`src/rtl/mc_ctrl.sv`:
```
// mc_ctrl: multi-cycle RV32I sequencer (IDLE/FETCH/DECODE/EXEC/MEM/WB/TRAP) sharing one memory port.
// Latency: 3 cycles branch, 4 store/ALU/lui/jal, 5 load, plus memory wait cycles; strobes are combinational.
// Backpressure: FETCH/MEM hold mem_req until mem_ready; WAIT_MAX unanswered cycles traps (sticky timeout).
//
// Ports:
//   clk, rstn            clock (rising edge), async active-low reset
//   Op, Funct3, Zero     instruction fields / ALU branch condition
//   mem_ready            memory completes the current access this cycle
//   mem_req/mem_we/IorD  shared memory port handshake and address select
//   IRWrite, PCWrite     instruction register load, PC update (NPCOp selects next PC)
//   RegWrite, WDSel      register file write and write-data source
//   ALUSrcA, ALUSrcB     ALU operand selects
//   state                current state code (debug)
//   illegal, timeout     sticky trap causes
//   instret              retired-instruction count, wraps modulo 2^CNT_W
module mc_ctrl #(
  parameter int WAIT_MAX = 16,
  parameter int CNT_W    = 32
) (
  input  logic             clk,
  input  logic             rstn,
  input  logic [6:0]       Op,
  input  logic [2:0]       Funct3,
  input  logic             Zero,
  input  logic             mem_ready,
  output logic             mem_req,
  output logic             mem_we,
  output logic             IorD,
  output logic             IRWrite,
  output logic             PCWrite,
  output logic [2:0]       NPCOp,
  output logic             RegWrite,
  output logic [1:0]       WDSel,
  output logic             ALUSrcA,
  output logic [1:0]       ALUSrcB,
  output logic [2:0]       state,
  output logic             illegal,
  output logic             timeout,
  output logic [CNT_W-1:0] instret
);

  localparam logic [6:0] OP_R   = 7'b0110011;
  localparam logic [6:0] OP_I   = 7'b0010011;
  localparam logic [6:0] OP_LD  = 7'b0000011;
  localparam logic [6:0] OP_ST  = 7'b0100011;
  localparam logic [6:0] OP_BR  = 7'b1100011;
  localparam logic [6:0] OP_JAL = 7'b1101111;
  localparam logic [6:0] OP_LUI = 7'b0110111;

  // The wait counter only needs to hold 0..WAIT_MAX-1: the WAIT_MAX-th
  // unanswered cycle is detected by comparing against WAIT_MAX-1.
  localparam int WAIT_W = (WAIT_MAX < 2) ? 1 : $clog2(WAIT_MAX);
  localparam logic [WAIT_W-1:0] WAIT_LAST = WAIT_W'(WAIT_MAX - 1);

  typedef enum logic [2:0] {
    S_IDLE   = 3'd0,
    S_FETCH  = 3'd1,
    S_DECODE = 3'd2,
    S_EXEC   = 3'd3,
    S_MEM    = 3'd4,
    S_WB     = 3'd5,
    S_TRAP   = 3'd7
  } state_e;

  state_e             state_q, state_d;
  logic [WAIT_W-1:0]  wait_q, wait_d;
  logic               illegal_q, illegal_d;
  logic               timeout_q, timeout_d;
  logic [CNT_W-1:0]   instret_q, instret_d;

  logic is_r, is_i, is_ld, is_st, is_br, is_jal, is_lui, is_legal;
  logic wait_expired;

  // Funct3 never affects sequencing; legality is decided by Op alone.
  logic unused_funct3;
  assign unused_funct3 = ^Funct3;

  assign is_r     = (Op == OP_R);
  assign is_i     = (Op == OP_I);
  assign is_ld    = (Op == OP_LD);
  assign is_st    = (Op == OP_ST);
  assign is_br    = (Op == OP_BR);
  assign is_jal   = (Op == OP_JAL);
  assign is_lui   = (Op == OP_LUI);
  assign is_legal = is_r | is_i | is_ld | is_st | is_br | is_jal | is_lui;

  assign wait_expired = (wait_q == WAIT_LAST);

  always_ff @(posedge clk or negedge rstn) begin
    if (!rstn) begin
      state_q   <= S_IDLE;
      wait_q    <= '0;
      illegal_q <= 1'b0;
      timeout_q <= 1'b0;
      instret_q <= '0;
    end else begin
      state_q   <= state_d;
      wait_q    <= wait_d;
      illegal_q <= illegal_d;
      timeout_q <= timeout_d;
      instret_q <= instret_d;
    end
  end

  always_comb begin
    state_d   = state_q;
    wait_d    = '0;            // any cycle not stalling in FETCH/MEM clears it
    illegal_d = illegal_q;
    timeout_d = timeout_q;
    mem_req   = 1'b0;
    mem_we    = 1'b0;
    IorD      = 1'b0;
    IRWrite   = 1'b0;
    PCWrite   = 1'b0;
    NPCOp     = 3'b000;
    RegWrite  = 1'b0;
    WDSel     = 2'b00;
    ALUSrcA   = 1'b0;
    ALUSrcB   = 2'b00;

    case (state_q)
      S_IDLE: state_d = S_FETCH;

      S_FETCH: begin
        mem_req = 1'b1;
        if (mem_ready) begin
          IRWrite = 1'b1;
          state_d = S_DECODE;
        end else if (wait_expired) begin
          state_d   = S_TRAP;
          timeout_d = 1'b1;
        end else begin
          wait_d = wait_q + WAIT_W'(1);
        end
      end

      S_DECODE: begin
        if (is_legal) begin
          state_d = S_EXEC;
        end else begin
          state_d   = S_TRAP;
          illegal_d = 1'b1;
        end
      end

      S_EXEC: begin
        ALUSrcA = 1'b1;
        if (is_i | is_ld | is_st | is_lui) ALUSrcB = 2'b10;
        if (is_br) begin
          PCWrite = 1'b1;
          NPCOp   = Zero ? 3'b001 : 3'b000;
          state_d = S_FETCH;
        end else if (is_ld | is_st) begin
          state_d = S_MEM;
        end else begin
          state_d = S_WB;
        end
      end

      S_MEM: begin
        mem_req = 1'b1;
        IorD    = 1'b1;
        mem_we  = is_st;
        if (mem_ready) begin
          if (is_st) begin
            PCWrite = 1'b1;
            state_d = S_FETCH;
          end else begin
            state_d = S_WB;
          end
        end else if (wait_expired) begin
          state_d   = S_TRAP;
          timeout_d = 1'b1;
        end else begin
          wait_d = wait_q + WAIT_W'(1);
        end
      end

      S_WB: begin
        RegWrite = 1'b1;
        PCWrite  = 1'b1;
        if (is_ld)       WDSel = 2'b01;
        else if (is_jal) WDSel = 2'b10;
        if (is_jal) NPCOp = 3'b010;
        state_d = S_FETCH;
      end

      S_TRAP: state_d = S_TRAP;

      default: state_d = S_IDLE;
    endcase
  end

  // Retirement coincides exactly with the PC update.
  assign instret_d = PCWrite ? (instret_q + CNT_W'(1)) : instret_q;

  assign state   = state_q;
  assign illegal = illegal_q;
  assign timeout = timeout_q;
  assign instret = instret_q;

endmodule

```
`config.mk`:
```
export PLATFORM = sky130hd
export DESIGN_NAME = mc_ctrl
export DESIGN_NICKNAME = d
export VERILOG_FILES = /design/src/rtl/mc_ctrl.sv
export SDC_FILE = /design/constraint.sdc
export NUM_CORES = 1
export LEC_CHECK = 0
export CAP_MARGIN = 20
export CORE_ASPECT_RATIO = 0.5
export CORE_MARGIN = 2
export CORE_UTILIZATION = 30
export DETAILED_ROUTE_END_ITERATION = 8
export MAX_ROUTING_LAYER = met4
export SYNTH_ARGS = -nofsm -noshare
export SYNTH_HDL_FRONTEND = slang
export SYNTH_SLANG_ARGS = --single-unit
```
`constraint.sdc`:
```
create_clock -name clk -period 7.6 [get_ports clk]
set_input_delay 2.28 -clock clk [delete_from_list [all_inputs] [get_ports clk]]
set_output_delay 2.28 -clock clk [all_outputs]
set_load 0.005 [all_outputs]
```
---- After elaboration in Yosys (flattened, before gate mapping) ----
Index checks and enable logic that the tools add are counted.
operators by class
  add/subtract/negate cells ............... 2
  eq/ne operators ......................... 14
  muxes and demuxes ....................... 31
  bitwise operators ....................... 12
  reductions and logical operators ........ 5
operator list
  cell                   number
  $add 32x1->32 const B  1
  $eq 7x6->1 const B     3
  $mux 3                 6
  $pmux 3 s6             1
  $eq 7x7->1 const B     2
  $mux 1                 13
  $mux 2                 6
  $mux 4                 3
  $or 1x1->1             10
  $eq 3x3->1 const B     3
  $eq 7x2->1 const B     1
  $eq 7x5->1 const B     1
  $eq 3x2->1 const B     2
  $add 4x1->4 const B    1
  $eq 4x4->1 const B     1
  $pmux 2 s2             1
  $reduce_or 2->1        2
  $eq 3x1->1 const B     1
  $logic_not 3->1        1
  $pmux 1 s3             1
  $reduce_and 3->1       1
  $not 1->1              2
  $reduce_and 2->1       1
word-level totals
  flip-flop bits (word level) ............. 41
  input port bits ......................... 14
  word-level logic and storage cells ...... 69

---- Longest topological paths before layout ----
  word-level depth ........................ 9
  mapped depth ............................ 8
  depth with buffers taken out ............ 6

---- Worst setup path after synthesis ----
OpenSTA, ideal clock, no wires.
  kind .................................... in2out
  from .................................... input Op[3]
  to ...................................... output PCWrite
  arrival ................................. 3.371 ns
  data required time ...................... 5.320 ns
  setup slack ............................. 1.949 ns
  stages on the path ...................... 5
  buffers on the path ..................... 1
  cells stage by stage .................... nand4bb_4 > o41a_1 > and2_4 > inv_1 > buf_2
between the ends
  word-level cells in the longest chain between the ends .. 4
RTL lines
  element          line  source
  start, declared  22    input logic [6:0] Op,
  $eq 7x6->1       81    assign is_st = (Op == OP_ST);
  $mux 1           165   if (is_st) begin
  $mux 1           164   if (mem_ready) begin
  $pmux 1 s3 *     121   case (state_q)
  end, declared    30    output logic PCWrite,
Mark *: on every way between the ends. The rest lies on a longest branch, timed or not.

---- Final worst setup path ----
  from .................................... input Op[5]
  to ...................................... output PCWrite
Same word-level chain as after synthesis.

==> results.md <==
- Status: completed
- Sequential share of the synthesized area: 0.471
- CTS Buf Count: 5
- F_max: 144 MHz
- First-pass GRT wire length: 8.75 mm
- Adder-Cell Fraction of Synth Area: 0.0115
- Initial Util: 0.318
- Hold Crit Depth: 1
- Drt wl/cell: 13.5 um
- Diodes inserted: 0
- Initial antenna violation count: 0
- P_leak: 1.09 nW
- Die area: 8000 um^2
- Antenna Violating Nets Remaining: 0
- Final Hold Vio Count: 0
- Setup Skew: 0.00304 ns
- Util after Layout: 0.437
- # setup viols final: 0
- Primary FF master, synth: dfrtp_1
- #FFs+latches synth: 41
- Simple-gate share of the synthesized area: 0.282
- Overall power after layout: 0.725 mW
- DP HPWL: 3.64 mm
- Clock buffer depth: 2
- Syn avg cell area: 10.0 um^2
- FF-to-FF End: instret[20]
- Via Count: 1805
- Post-Synth XOR/XNOR Area: 0.136
- Clock tree from TritonCTS: done
- Worst-path clk slew: 0.05 ns
- Reg2Reg Setup Slack: 5.28 ns
- Routed WL: 4.98 mm
- Pre-CTS setup slack: 0.625 ns
- Port bufs: 59
- All-Layer GR Usage: 0.136
- Synth Warn #: 0
- WS Path Type: in -> out
- Commonest non-fill, non-tap cells in the layout: 58 x clkdlybuf4s50_1, 41 x dfrtp_1, 19 x nand2_1, 19 x xnor2_1, 18 x nor2_1
- HP Class: reg -> reg
- Unrepaired setup endpoints after global routing: false
- Rows: 21
- Synth unique cells: 43
- FILL cells: 655
- # DRC: 0
- Vias in the first global route: 1799
- Die Wd: 125 um
- Ports: 65
- CP endpoint kind: output pin
- CP Launch Point: Op[5]
- Iter 0 DRT Violations: 113
- Number of post-CTS setup repair buffers: 0
- Relative slew margins: 0.388
- CTS hold repair buffers: 0
- Post-Synthesis Cell Area: 2180 um^2
- Largest net degree at the start of global routing: 42
- Chip height: 64.3 um
- Vias per cell: 4.88
- Area delta synth->final: 37.6%
- Post-synth EDFFs: 0
- GPL Wtd Cong: 0.775
- Worst Tran Pin Value: 0.919 ns
- Pwr dens: 242 nW/um^2
- Commonest non-fill, non-tap cell in the layout: clkdlybuf4s50_1
- Clk Latency, worst-skew pair: 0.28 ns
- Clock sink total: 41
- Post_cts resized: 0
- Synth Instances: 217
- Min-delay src: timeout
- Worst setup margin: 0.643 ns
- Peak VDD IR: 0.111 mV
- Root buf cell: clkbuf_16
- Max Cap Viol: 0
- Asr flop ratio synth: 1.00
- Period minus WS final: 6.96 ns
- R2r worst-path depth: 5
- Crit path arrival time: 4.68 ns
- Crit path launch type: input port
- Pre-antenna DRT Iters: 4
- Combinational family with the most area after synthesis: simple AND/OR/NAND/NOR gates
- Fin. max-slew vios: 0
- Global route overflow: 0
- # nets final: 293
- Layout cells sized above 1: 0.0683
- DP Area: 2840 um^2
- WHS Endpoint: timeout
- CORE AREA: 6860 um^2
- Critical Path RT: 5.32 ns
- Mux share of post-synthesis cell area: 0
- Post-Layout Inst Area: 3000 um^2
- Fin crit share: 0.915
- Sum of negative setup slack: 0 ns
- CP Max Fanout: 12
- Reg-to-Reg Start: state[1]
- Post-synthesis compound-gate area fraction: 0.0603
- H-Tree Depth: 2
[cells by family (layout without fill, tap and decap cells)]
kind of cell	after synthesis	in the layout
adders and majority gates	2	2
and+or+nand+nor	108	108
DFF	41	41
xor gates and xnor gates	33	33
other	1	2
AOI/OAI and AO/OA	15	15
buffers and inverters	17	77
[report_power, final]
group	internal (mW)	switching (mW)	leakage (nW)	total (mW)
registers	0.248	0.0455	0.471	0.293
logic	0.117	0.0967	0.543	0.214
clock network	0.139	0.0794	0.0799	0.218
total	0.504	0.222	1.09	0.725
[Yosys cell counts (all sizes together), types with 2 or more instances]
master,instances,share of area
a21oi,5,0.011
and2,3,0.0098
and3,3,0.0086
and4,3,0.012
buf,6,0.018
dfrtp,41,0.47
ha,2,0.011
inv,10,0.017
nand2,19,0.033
nand2b,3,0.0086
nand3,13,0.030
nand3b,3,0.010
nand4,10,0.029
nor2,18,0.031
nor2b,3,0.0086
nor3,7,0.016
nor4,8,0.026
o21ai,2,0.0046
or2,2,0.0057
or3,9,0.028
xnor2,20,0.084
xor2,13,0.052
[metal layers]
layer	GRT usage	vias to the layer above	part of all wire
li1	-	876	-
met1	0.181	880	0.49
met2	0.211	44	0.46
met3	0.0310	5	0.043
met4	0.0337	0	0.010
met5	-	-	0
[cell type report]
type                    count  area, um^2  share of cell area
clock buffers               7         153              0.0509
well taps                  92         115              0.0384
multi-input cells         160        1070               0.359
repair buffers             59         586               0.195
flip-flops and latches     41        1030               0.342
clock inverters             1        5.00             0.00167
inverters                  10        37.5              0.0125
[worst max-delay path, cell delays in order]
cell	delay (ns)
clkdlybuf4s50_1	0.60
nand3b_1	0.19
or3_1	0.47
and2_4	0.24
inv_1	0.30
clkdlybuf4s50_1	0.57
[sequential cells by signal, summed over array words and instances (netlist names)]
register  flops
wait_q        4
illegal       1
timeout       1
instret      32
state         3
[worst max-delay path by stage]
stage                          to  slack, ns  cells past startpoint
after global routing      PCWrite       0.46                      6
final                     PCWrite       0.64                      6
after global placement    PCWrite       0.66                      6
after detailed placement  PCWrite       0.62                      6
after floorplan           PCWrite       1.95                      5
after CTS                 PCWrite       0.61                      6
[through the flow]
step	hold slack, ns	std cells
after floorplan	0.451	218
after global placement	0.447	362
after detailed placement	0.459	362
after CTS	0.476	370
after global routing	0.498	370
final	0.464	370
Note: power is estimated with default switching activity, not from simulation.
